`src/rtl/mips_pkg.sv`:
```
// ----------------------------------------------------------------------------
// mips_pkg
// Shared definitions for the MIPS boot path: the encoding of the
// instruction-memory loader states, the number of bytes in a word, and the
// default instruction-memory depth.
// No ports (package).
// ----------------------------------------------------------------------------
package mips_pkg;

   typedef enum logic [2:0] {
      ST_IDLE,
      ST_HDR,
      ST_DATA,
      ST_CSUM,
      ST_DONE,
      ST_ERR
   } loader_state_t;

   localparam int BYTES_PER_WORD   = 4;
   localparam int IMEM_DEPTH_WORDS = 256;

endpackage

```
`src/rtl/imem_byte_assembler.sv`:
```
// ----------------------------------------------------------------------------
// imem_byte_assembler
// Collects bytes MSB first into big-endian 32-bit words. On the cycle that
// carries the 4th byte, word_valid is high and word holds the complete word,
// including that byte, so the parent can register it on the same edge.
//
// Ports:
//   clk        clock
//   clear      synchronous clear of the byte index and shift register
//   in_valid   a byte is being accepted this cycle
//   in_data    the byte
//   word_valid high on the cycle the 4th byte is accepted
//   word       assembled word, valid together with word_valid
// ----------------------------------------------------------------------------
module imem_byte_assembler
   import mips_pkg::*;
(
   input  logic        clk,
   input  logic        clear,
   input  logic        in_valid,
   input  logic [7:0]  in_data,
   output logic        word_valid,
   output logic [31:0] word
);

   logic [1:0]  byte_idx;
   // Only the first three bytes need storing; the fourth is taken straight
   // from in_data so the word is available on the accepting edge.
   logic [23:0] shreg;

   assign word       = {shreg, in_data};
   assign word_valid = in_valid && (byte_idx == 2'(BYTES_PER_WORD - 1));

   // NOTE: sequential state is written with non-blocking assignments so every
   // register samples the values from before the edge.
   always_ff @(posedge clk) begin
      if (clear) begin
         byte_idx <= '0;
         shreg    <= '0;
      end else if (in_valid) begin
         byte_idx <= byte_idx + 2'd1;
         shreg    <= {shreg[15:0], in_data};
      end
   end

endmodule

```
`src/rtl/imem_loader.sv`:
```
// ----------------------------------------------------------------------------
// imem_loader
// Boot-time writer for the instruction memory. Receives a byte stream
// (4-byte big-endian word count N, then N big-endian words), writes each word
// to consecutive word addresses starting at BASE_ADDR, and holds the core in
// reset until the image is complete.
//
// Optional build macro IMEM_LOADER_CHECKSUM_EN: after the last data word one
// extra byte is accepted and compared with the XOR of all header and data
// bytes; a match finishes the load, a mismatch ends in the error state.
//
// Ports:
//   clk, rst   clock, synchronous active-high reset
//   start      one-cycle pulse, starts a load from IDLE
//   s_valid    byte stream valid
//   s_data     byte stream data
//   s_ready    loader accepts a byte when s_valid && s_ready
//   mem_we     one-cycle instruction-memory write strobe
//   mem_addr   word-aligned byte address of the write (holds between writes)
//   mem_wdata  write data
//   cpu_rst    reset to the core, released when the load completes
//   done       load completed
//   error      load aborted (bad count or bad checksum)
// ----------------------------------------------------------------------------
module imem_loader
   import mips_pkg::*;
#(
   parameter int          MAX_WORDS = IMEM_DEPTH_WORDS,
   parameter logic [31:0] BASE_ADDR = 32'h0000_0000,
   parameter int          CNT_W     = 16
) (
   input  logic        clk,
   input  logic        rst,
   input  logic        start,
   input  logic        s_valid,
   input  logic [7:0]  s_data,
   output logic        s_ready,
   output logic        mem_we,
   output logic [31:0] mem_addr,
   output logic [31:0] mem_wdata,
   output logic        cpu_rst,
   output logic        done,
   output logic        error
);

   loader_state_t    state;
   logic             accept;
   logic             asm_valid;
   logic             asm_clear;
   logic             word_valid;
   logic [31:0]      word;
   logic [CNT_W-1:0] word_cnt;
   logic [CNT_W-1:0] total;
   // Set after the last word is captured: the write cycle runs with s_ready
   // low, and DONE follows on the next edge.
   logic             fin;
`ifdef IMEM_LOADER_CHECKSUM_EN
   logic [7:0]       csum;
`endif

   assign accept    = s_valid && s_ready;
   assign asm_valid = accept && (state == ST_HDR || state == ST_DATA);
   // Outside header/data the assembler is held empty, so any partial word is
   // dropped whenever the load leaves those states or is reset.
   assign asm_clear = rst || !(state == ST_HDR || state == ST_DATA);

   imem_byte_assembler u_asm (
      .clk        (clk),
      .clear      (asm_clear),
      .in_valid   (asm_valid),
      .in_data    (s_data),
      .word_valid (word_valid),
      .word       (word)
   );

   always_ff @(posedge clk) begin
      if (rst) begin
         state     <= ST_IDLE;
         s_ready   <= 1'b0;
         mem_we    <= 1'b0;
         mem_addr  <= BASE_ADDR;
         mem_wdata <= '0;
         cpu_rst   <= 1'b1;
         done      <= 1'b0;
         error     <= 1'b0;
         word_cnt  <= '0;
         total     <= '0;
         fin       <= 1'b0;
`ifdef IMEM_LOADER_CHECKSUM_EN
         csum      <= '0;
`endif
      end else begin
         mem_we <= 1'b0;
         unique case (state)
            ST_IDLE: begin
               if (start) begin
                  state    <= ST_HDR;
                  s_ready  <= 1'b1;
                  word_cnt <= '0;
                  fin      <= 1'b0;
`ifdef IMEM_LOADER_CHECKSUM_EN
                  csum     <= '0;
`endif
               end
            end
            ST_HDR: begin
               if (word_valid) begin
                  if (word == '0) begin
`ifdef IMEM_LOADER_CHECKSUM_EN
                     state   <= ST_CSUM;
`else
                     state   <= ST_DONE;
                     s_ready <= 1'b0;
                     done    <= 1'b1;
                     cpu_rst <= 1'b0;
`endif
                  end else if ((word >> CNT_W) != '0 || word > 32'(MAX_WORDS)) begin
                     state   <= ST_ERR;
                     s_ready <= 1'b0;
                     error   <= 1'b1;
                  end else begin
                     state   <= ST_DATA;
                     total   <= word[CNT_W-1:0];
                  end
               end
            end
            ST_DATA: begin
               if (fin) begin
                  state   <= ST_DONE;
                  done    <= 1'b1;
                  cpu_rst <= 1'b0;
               end else if (word_valid) begin
                  mem_we    <= 1'b1;
                  mem_wdata <= word;
                  mem_addr  <= BASE_ADDR + (32'(word_cnt) << 2);
                  word_cnt  <= word_cnt + CNT_W'(1);
                  if (word_cnt == total - CNT_W'(1)) begin
`ifdef IMEM_LOADER_CHECKSUM_EN
                     state   <= ST_CSUM;
`else
                     fin     <= 1'b1;
                     s_ready <= 1'b0;
`endif
                  end
               end
            end
`ifdef IMEM_LOADER_CHECKSUM_EN
            ST_CSUM: begin
               if (accept) begin
                  s_ready <= 1'b0;
                  if (s_data == csum) begin
                     state   <= ST_DONE;
                     done    <= 1'b1;
                     cpu_rst <= 1'b0;
                  end else begin
                     state   <= ST_ERR;
                     error   <= 1'b1;
                  end
               end
            end
`endif
            default: ;  // DONE and ERR hold until rst
         endcase
`ifdef IMEM_LOADER_CHECKSUM_EN
         if (asm_valid) csum <= csum ^ s_data;
`endif
      end
   end

endmodule

```
`config.mk`:
```
export PLATFORM = sky130hd
export DESIGN_NAME = imem_loader
export DESIGN_NICKNAME = d
export VERILOG_FILES = /design/src/rtl/mips_pkg.sv /design/src/rtl/imem_byte_assembler.sv /design/src/rtl/imem_loader.sv
export SDC_FILE = /design/constraint.sdc
export NUM_CORES = 1
export LEC_CHECK = 0
export BUFFER_PORTS_ARGS = -buffer_cell sky130_fd_sc_hd__clkbuf_2
export CORE_ASPECT_RATIO = 1.5
export CORE_MARGIN = 2
export CORE_UTILIZATION = 56
export DETAILED_ROUTE_END_ITERATION = 6
export GPL_TIMING_DRIVEN = 0
export PLACE_DENSITY = 0.8
export SETUP_SLACK_MARGIN = 0.5
export SYNTH_ARGS = -nofsm -noshare
export SYNTH_HDL_FRONTEND = slang
export SYNTH_HIERARCHICAL = 1
export SYNTH_SLANG_ARGS = --single-unit
```
`constraint.sdc`:
```
create_clock -name clk -period 3.55 [get_ports clk]
set_input_delay 0.1775 -clock clk [delete_from_list [all_inputs] [get_ports clk]]
set_output_delay 0.1775 -clock clk [all_outputs]
set_load 0.02 [all_outputs]
```
### Yosys cells after proc, flatten, opt, wreduce, memory -nomap -nowiden

Cells that the tools add are included.
Widths: inputs -> output; s select.

| word-level totals | value |
|---|---|
| bits in registers | 115 |
| input bits | 12 |
| output and inout bits | 69 |
| word-level logic and storage cells | 87 |

| cells by class | value |
|---|---|
| $add $sub $neg | 3 |
| order comparisons | 1 |
| equal/unequal tests | 12 |
| mux-type cells | 32 |
| bitwise operators | 4 |
| reductions and logical operators | 22 |

Operator list:

| cell | number |
|---|---|
| $mux 16 | 3 |
| $gt 32x9->1 const B | 1 |
| $logic_not 32->1 | 1 |
| $pmux 16 s2 | 1 |
| $reduce_bool 32->1 | 1 |
| $reduce_and 4->1 | 5 |
| $mux 1 | 18 |
| $add 16x1->16 const B | 1 |
| $eq 16x16->1 | 1 |
| $sub 16x1->16 const B | 1 |
| $mux 3 | 5 |
| $pmux 3 s3 | 1 |
| $ne 2x1->1 const B | 4 |
| $reduce_and 7->1 | 1 |
| $ne 2x2->1 const B | 3 |
| $pmux 1 s2 | 3 |
| $not 1->1 | 4 |
| $reduce_bool 2->1 | 2 |
| $eq 3x1->1 const B | 1 |
| $eq 3x2->1 const B | 1 |
| $logic_and 1x1->1 | 3 |
| $logic_not 3->1 | 1 |
| $logic_or 1x1->1 | 3 |
| $ne 3x1->1 const B | 1 |
| 8 further kinds | 8 |

### Depth between registers and ports, before layout

Gate-level depths: netlist of run 1.

| depth | value |
|---|---|
| depth in word-level cells | 7 |
| gate-level depth with buffers | 13 |
| mapped depth without buffers | 9 |

### By module

Netlist of run 1, hierarchy kept.

Modules (own cells, without submodules):

| module | instances | cells an instance | area an instance (µm²) | seq. area each (µm²) |
|---|---|---|---|---|
| imem_loader | 1 | 511 | 4087.7 | 1781.7 |
| imem_byte_assembler | 1 | 94 | 1023.5 | 520.5 |

### Worst setup path after synthesis of run 1

No wires, ideal clock.

| timing path | value |
|---|---|
| kind | register to register |
| start | register state[1] |
| end | register word_cnt[14] |
| library setup time | 70 ps |
| arrival | 2574 ps |
| slack | 906 ps |
| cell stages (with the launch flop) | 12 |
| path buffers | 3 |
| clock period less this slack | 2644 ps |
| cells stage by stage | dfxtp_1 > clkbuf_1 > xnor2_1 > nor3_1 > buf_6 > buf_12 > and2_1 > nand3b_1 > a21boi_2 > nand4_1 > or3_1 > a21oi_1 |

| on the way | value |
|---|---|
| word-level cells in the longest chain between the ends | 6 |
| elaborated cells on any way between the ends | 12 |

Ends and longest elaborated chain:

| item | RTL line | source |
|---|---|---|
| from (decl) | imem_loader.sv:46 | `loader_state_t state;` |
| from (signal assigned) | imem_loader.sv:78 | `state <= ST_IDLE;` |
| from (signal assigned) | imem_loader.sv:97 | `state <= ST_HDR;` |
| from (signal assigned) | imem_loader.sv:112 | `state <= ST_DONE;` |
| $eq 3x1->1 or $eq 3x2->1 (tied branches) | imem_loader.sv:62 | `assign asm_valid = accept && (state == ST_HDR \|\| state == ST_DATA);` |
| $logic_or 1x1->1 * | imem_loader.sv:62 |  |
| $logic_and 1x1->1 * | imem_loader.sv:62 |  |
| net asm_valid | imem_loader.sv:48 | `logic asm_valid;` |
| $logic_and 1x1->1 * | imem_byte_assembler.sv:32 | `assign word_valid = in_valid && (byte_idx == 2'(BYTES_PER_WORD - 1));` |
| net word_valid | imem_loader.sv:50 | `logic word_valid;` |
| $ne 2x1->1 (no source line) * | n/a |  |
| $reduce_and 4->1 (no source line) * | n/a |  |
| to (signal assigned) | imem_loader.sv:136 | `word_cnt <= word_cnt + CNT_W'(1);` |
| to (decl) | imem_loader.sv:52 | `logic [CNT_W-1:0] word_cnt;` |

Mark *: on every way through the listed nets, which the timed path passes. The rest lies on a longest branch.
A chain may end at the register's enable or synchronous reset.

### Final worst setup path of run 1

| timing path | value |
|---|---|
| start | register state[1] |
| end | register word_cnt[7] |

The elaborated chain is that of the path after synthesis.

==> results.py, run 1 <==
metrics = {
    "run_status": {
        "status": "finished clean",
    },
    "layout": {
        "drive_gt1_share_pct": 19.8,
        "area_delta_synth_final_pct": 23.4,
        "multi_input_area_um2": 2480,
        "stdcell_count": 831,
        "antennaDiodeCount": 0,
        "regArea_um2": 2300,
        "nets": 723,
        "n_fill_cell": 691,
    },
    "power_and_ir_drop": {
        "vdd_drop_max_mv": 0.471,
        "leakage_nw": 2.47,
        "p_total_mw": 3.22,
        "powerDensity_nw_per_um2": 511,
    },
    "yosys": {
        "synth-edff-count": 0,
        "synth_area_leaders": "dfxtp_1, nand2_1, mux2i_1, a21oi_1, nor2_1",
        "synthArstFlopShare_pct": 0,
        "synth-seq-cells": 115,
        "ys_seq_area_share_pct": 45.0,
        "synth.most_common_cell": "nand2_1",
        "synth_top_area_share_pct": 45.0,
        "netlist_area_um2": 5110,
        "synth_warnings": 6,
        "yosys.area.top_type": "dfxtp_1",
        "synth_cell_type_count": 53,
        "synth.avg_cell_area_um2": 8.45,
        "ys.flop_type": "dfxtp_1",
        "synthCells": 605,
        "ys_top_cells_by_count": "nand2_1, dfxtp_1, nor2_1",
    },
    "sta": {
        "fin_crit_ps": 2850,
        "relSlewSlack_pct": 51.6,
        "drv_slew": 0,
        "fin_ws_ps": 701,
        "skew_ps": 8.64,
        "setup_viol": 0,
        "rsz0062_at_grt": "false",
        "max_slew.worst_pin.slew_ps": 726,
        "post-route-period-util_pct": 80.2,
        "hold_viol_final": 0,
        "tns_ps": 0,
        "fmax_mhz": 351,
    },
    "clock_tree": {
        "clk_pin_slew_worst_paths_ps": 50,
        "insertion_delay_ps": 420,
        "cts.sinks": 115,
        "cts_root_buffer": "clkbuf_16",
        "cts_tree": "yes",
        "htreeDepth": 4,
        "cts_buffers": 17,
        "cts_buffer_depth": 2,
    },
    "floorplanning": {
        "io_pins": 81,
        "start_util_pct": 57.9,
        "die_w_um": 82.0,
        "core-area_um2": 8830,
        "die_h_um": 121,
        "die_area_um2": 9920,
        "num_rows": 42,
    },
    "detailed_routing": {
        "drc": 0,
        "route.vias.total": 4511,
        "drt_iter0_drc": 250,
        "finalWirelength_um": 12900,
        "ant_nets": 0,
        "via_per_inst": 5.43,
        "wl_per_cell_um": 15.5,
        "drt_first_pass_iters": 4,
    },
    "placement": {
        "place_ws_ps": 285,
        "hpwl_um": 9170,
        "io_buffers": 64,
        "gp_congestion": 0.880,
        "dp_cells": 794,
    },
    "grt": {
        "grt-ovfl-total": 0,
        "grt_first_pass_wirelength_um": 20600,
        "grt_pass1_vias": 4426,
        "grtUsageTotal_pct": 27.5,
        "grt_max_degree": 17,
        "antenna_found_initial": 0,
    },
    "min_path": {
        "hold_path.class": "primary input to flip-flop",
    },
    "worst_setup_path": {
        "critical_path_class": "flip-flop to flip-flop",
        "regToRegSetupSlack_ps": 700,
        "cp-start-kind": "flip-flop",
        "cp-end-kind": "flip-flop",
        "critPathArrivalTime_ps": 3140,
        "required_ps": 3840,
        "crit_fanout": 10,
    },
    "job": {
        "max-cap-violations": 0,
    },
}
==> final timing paths <==
check / start / end / depth (start not counted)
max reg2reg: state[1]$_SDFFE_PP0P_ / word_cnt[7]$_SDFFE_PP0P_ / 13
max: state[1]$_SDFFE_PP0P_ / word_cnt[7]$_SDFFE_PP0P_ / 13
min reg2reg: done$_SDFFE_PP0P_ / done$_SDFFE_PP0P_ / 2
min: s_data[2] / u_asm/shreg[2]$_SDFFE_PP0P_ / 3
==> metrics by stage <==
step           utilization [%]  hold slack [ps]  area, µm²
6_report                  71.4             27.3       6310
5_1_grt                   71.4             38.3       6310
4_1_cts                   71.1             21.8       6280
3_5_place_dp              63.7              446       5630
3_3_place_gp              63.7              435       5630
2_1_floorplan                -              325       5170
==> worst max-delay path: stages, from the launching register on <==
cell and delay, ps:
dfxtp_1 300, clkbuf_2 180, xnor2_1 160, nor3_1 230, buf_6 210, buf_12 150
and2_1 250, nand3b_1 190, a21boi_4 280, and3_1 190, clkbuf_2 180, nand4_1 150
xnor2_1 180, nor2_1 50
==> what timing repair did <==
action,in CTS,in global routing
endpoints found under the hold margin,0,0
hold buffers,0,0
endpoints found under the setup margin,18,30
buffers inserted,2,3
pin swaps,1,1
resized for setup,3,4
==> final cells by class <==
| class | count | share of cell area [%] |
|---|---|---|
| multi-input combinational | 438 | 39.4 |
| sequential | 115 | 36.5 |
| clock buffer | 23 | 7.58 |
| buffer | 60 | 5.85 |
| timing repair buffer | 69 | 5.67 |
| clock inverter | 9 | 2.40 |
| tap | 110 | 2.18 |
| inverter | 7 | 0.417 |
==> layout by cell type (no fill, tap or decap), drive strengths merged, types with 5 or more instances in the layout <==
cell type  synthesis  final
a21oi             55     55
and2              10     10
and3               5      5
and4               6      6
buf               34     37
clkbuf            26    115
conb               1     16
dfxtp            115    115
inv                7      7
mux2i             35     35
nand2            118    118
nand4              6      6
nor2              67     67
nor3              11     11
nor4               9      9
o21ai              6      6
or3                6      6
xnor2             16     16
xor2              14     14
==> registers in the layout, indices dropped and copies added (netlist names) <==
name / count
fin: 1
u_asm/shreg: 24
mem_we: 1
mem_addr: 16
total: 16
error: 1
s_ready: 1
done: 1
u_asm/byte_idx: 2
word_cnt: 16
cpu_rst: 1
mem_wdata: 32
state: 3
==> power by group <==
part / internal [mW] / switching, mW
Combinational: 0.0471 / 0.0725
Sequential: 1.30 / 0.00391
Clock: 1.23 / 0.579
==> routing by layer <==
| metal | wire length (µm) | track usage [%] |
|---|---|---|
| met1 | 4680 | 28.0 |
| met2 | 7160 | 49.6 |
| met3 | 571 | 7.81 |
| met4 | 458 | 13.6 |
| met5 | 0 | 0 |
==> kinds of logic (layout without fill, tap and decap cells) <==
family | Yosys count | count (layout) | synth area share [%]
and+or+nand+nor | 266 | 266 | 24.5
DFF | 115 | 115 | 45.0
AOI/OAI and AO/OA | 88 | 88 | 10.0
buffers and inverters | 67 | 168 | 7.61
muxes | 35 | 35 | 6.85
xor gates and xnor gates | 30 | 30 | 5.14
adders and majority gates | 3 | 3 | 0.734
other | 1 | 16 | 0.0734
(Power assumes the default switching activity.)
==> run 2: changes to the inputs <==
==> constraint.sdc (replaced) <==
create_clock -name clk -period 2.9 [get_ports clk]
set_input_delay 0.145 -clock clk [delete_from_list [all_inputs] [get_ports clk]]
set_output_delay 0.145 -clock clk [all_outputs]
set_load 0.02 [all_outputs]
==> run 2 against run 1 <==
Net effect: final cell count grew 1.7%; utilization grew 3.5 points; critical endpoint is now word_cnt[10]$_SDFFE_PP0P_; critical path depth is 1 lower; clock power is 28% higher; global-route usage shrank 0.19 points; combinational power is 34% higher; critical path type unchanged.
==> results.py, run 2 (synthesized netlist as in run 1, its figures left out) <==
metrics = {
    "min_path": {
        "hold_path.class": "primary input to flip-flop",
    },
    "sta": {
        "skew_ps": 7.34,
        "fmax_mhz": 419,
        "drv_slew": 0,
        "tns_ps": 0,
        "post-route-period-util_pct": 82.2,
        "rsz0062_at_grt": "true",
        "hold_viol_final": 0,
        "whs_ps": 11.9,
        "max_slew.worst_pin.slew_ps": 677,
        "fin_ws_ps": 516,
        "setup_viol": 0,
        "relSlewSlack_pct": 54.9,
        "fin_crit_ps": 2380,
    },
    "grt": {
        "grtUsageTotal_pct": 27.4,
        "grt_max_degree": 17,
        "antenna_found_initial": 0,
        "grt-ovfl-total": 0,
        "grt_first_pass_wirelength_um": 20600,
        "grt_pass1_vias": 4412,
    },
    "worst_setup_path": {
        "cp-end-kind": "flip-flop",
        "max_stage_delay_ps": 320,
        "required_ps": 3250,
        "critPathArrivalTime_ps": 2730,
        "critical_path_class": "flip-flop to flip-flop",
        "crit_top_cell": "buf_6",
        "cpMaxStageDelayCell": "dfxtp_2",
        "cp-start-kind": "flip-flop",
        "path_cells": "buf_8 > xnor2_4 > nor3_2 > buf_6 > buf_12 > and2_4 > nand3b_1 > a21boi_4 > nand4_1 > buf_6 > or3_4 > a21oi_2",
        "crit_fanout": 6,
    },
    "clock_tree": {
        "htreeDepth": 4,
        "cts.sinks": 115,
        "cts_buffers": 17,
        "clk_pin_slew_worst_paths_ps": 50,
        "cts_buffer_depth": 2,
        "insertion_delay_ps": 420,
        "cts_tree": "yes",
        "cts_root_buffer": "clkbuf_16",
    },
    "detailed_routing": {
        "drt_first_pass_iters": 5,
        "drt_iter0_drc": 221,
        "drc": 0,
        "wl_per_cell_um": 16.1,
        "route.vias.total": 4689,
        "finalWirelength_um": 13600,
        "ant_nets": 0,
        "via_per_inst": 5.55,
    },
    "floorplanning": {
        "die_h_um": 121,
        "die_area_um2": 9920,
        "core-area_um2": 8830,
        "num_rows": 42,
        "io_pins": 81,
        "die_w_um": 82.0,
        "start_util_pct": 57.9,
    },
    "layout": {
        "finalInstanceArea_um2": 6620,
        "drive_gt1_share_pct": 24.9,
        "fin_util_pct": 74.9,
        "top_regs": "mem_wdata x32, u_asm/shreg x24",
        "area_delta_synth_final_pct": 29.4,
        "antennaDiodeCount": 0,
        "mostFrequentLayoutCell": "nand2_1",
        "largest_reg_flops": 32,
        "nets": 737,
        "stdcell_count": 845,
        "final_cell_mix": "nand2_1, dfxtp_1, clkbuf_2",
        "top_register": "mem_wdata",
    },
    "power_and_ir_drop": {
        "vdd_drop_max_mv": 0.467,
        "leakage_nw": 2.61,
        "powerDensity_nw_per_um2": 614,
        "p_total_mw": 4.06,
    },
    "placement": {
        "io_buffers": 64,
        "dpl_cell_area_um2": 5660,
        "gp_congestion": 0.889,
        "dp_cells": 794,
        "hpwl_um": 9120,
        "place_ws_ps": 29.0,
    },
    "job": {
        "max-cap-violations": 0,
    },
    "run_status": {
        "status": "finished clean",
    },
}
-- run 2: changes by cell type in the layout (fill, tap and decap cells not counted), sizes merged --
cell,change
clkinvlp,+1
clkbuf,-7
dlygate4sd3,+3
bufinv,+1
buf,+14
clkinv,+2
-- run 2: layout make-up --
type / instances / area, µm²
Clock inverter: 13 / 206
Timing Repair Buffer: 83 / 469
Sequential cell: 115 / 2310
Tap cell: 110 / 138
Inverter: 7 / 26.3
Buffer: 60 / 410
Multi-Input combinational cell: 438 / 2600
Fill cell: 641 / 2210
Clock buffer: 19 / 453
-- run 2: layer usage --
layer | global-route usage, % | up-vias | share of wire, %
met2 | 49.1 | 154 | 54
met1 | 28.3 | 2247 | 37
met4 | 15.9 | 0 | 4.2
met3 | 5.65 | 44 | 4.8
met5 | 0 | - | 0
li1 | - | 2244 | -
-- run 2: path summary, 6_finish.rpt --
check / end / slack (ps) / startpoint / cells after the start
max: word_cnt[10]$_SDFFE_PP0P_ / 520 / state[0]$_SDFFE_PP0P_ / 12
min: u_asm/shreg[6]$_SDFFE_PP0P_ / 10 / s_data[6] / 3
max reg2reg: word_cnt[10]$_SDFFE_PP0P_ / 520 / state[0]$_SDFFE_PP0P_ / 12
min reg2reg: mem_addr[17]$_SDFFE_PP0P_ / 450 / mem_addr[17]$_SDFFE_PP0P_ / 2
-- run 2: worst max-delay path, delay by kind of cell (launching register included) --
kind | cells | cell delay (ps)
xor+xnor | 1 | 140
flops | 1 | 320
simple gates | 5 | 930
buf+inv | 4 | 540
compound gates | 2 | 360
-- run 2: timing repair --
action | 4_1_cts | 5_1_grt
resized for setup | 13 | 29
hold buffers | 3 | 0
pin swaps | 7 | 10
cloned | 0 | 1
hold endpoints to repair | 3 | 0
setup endpoints to repair | 42 | 45
buffers inserted | 6 | 9
-- run 2: where the power goes --
group,switching [mW],internal (mW)
registers,0.00553,1.59
logic,0.0941,0.0669
clock network,0.745,1.57
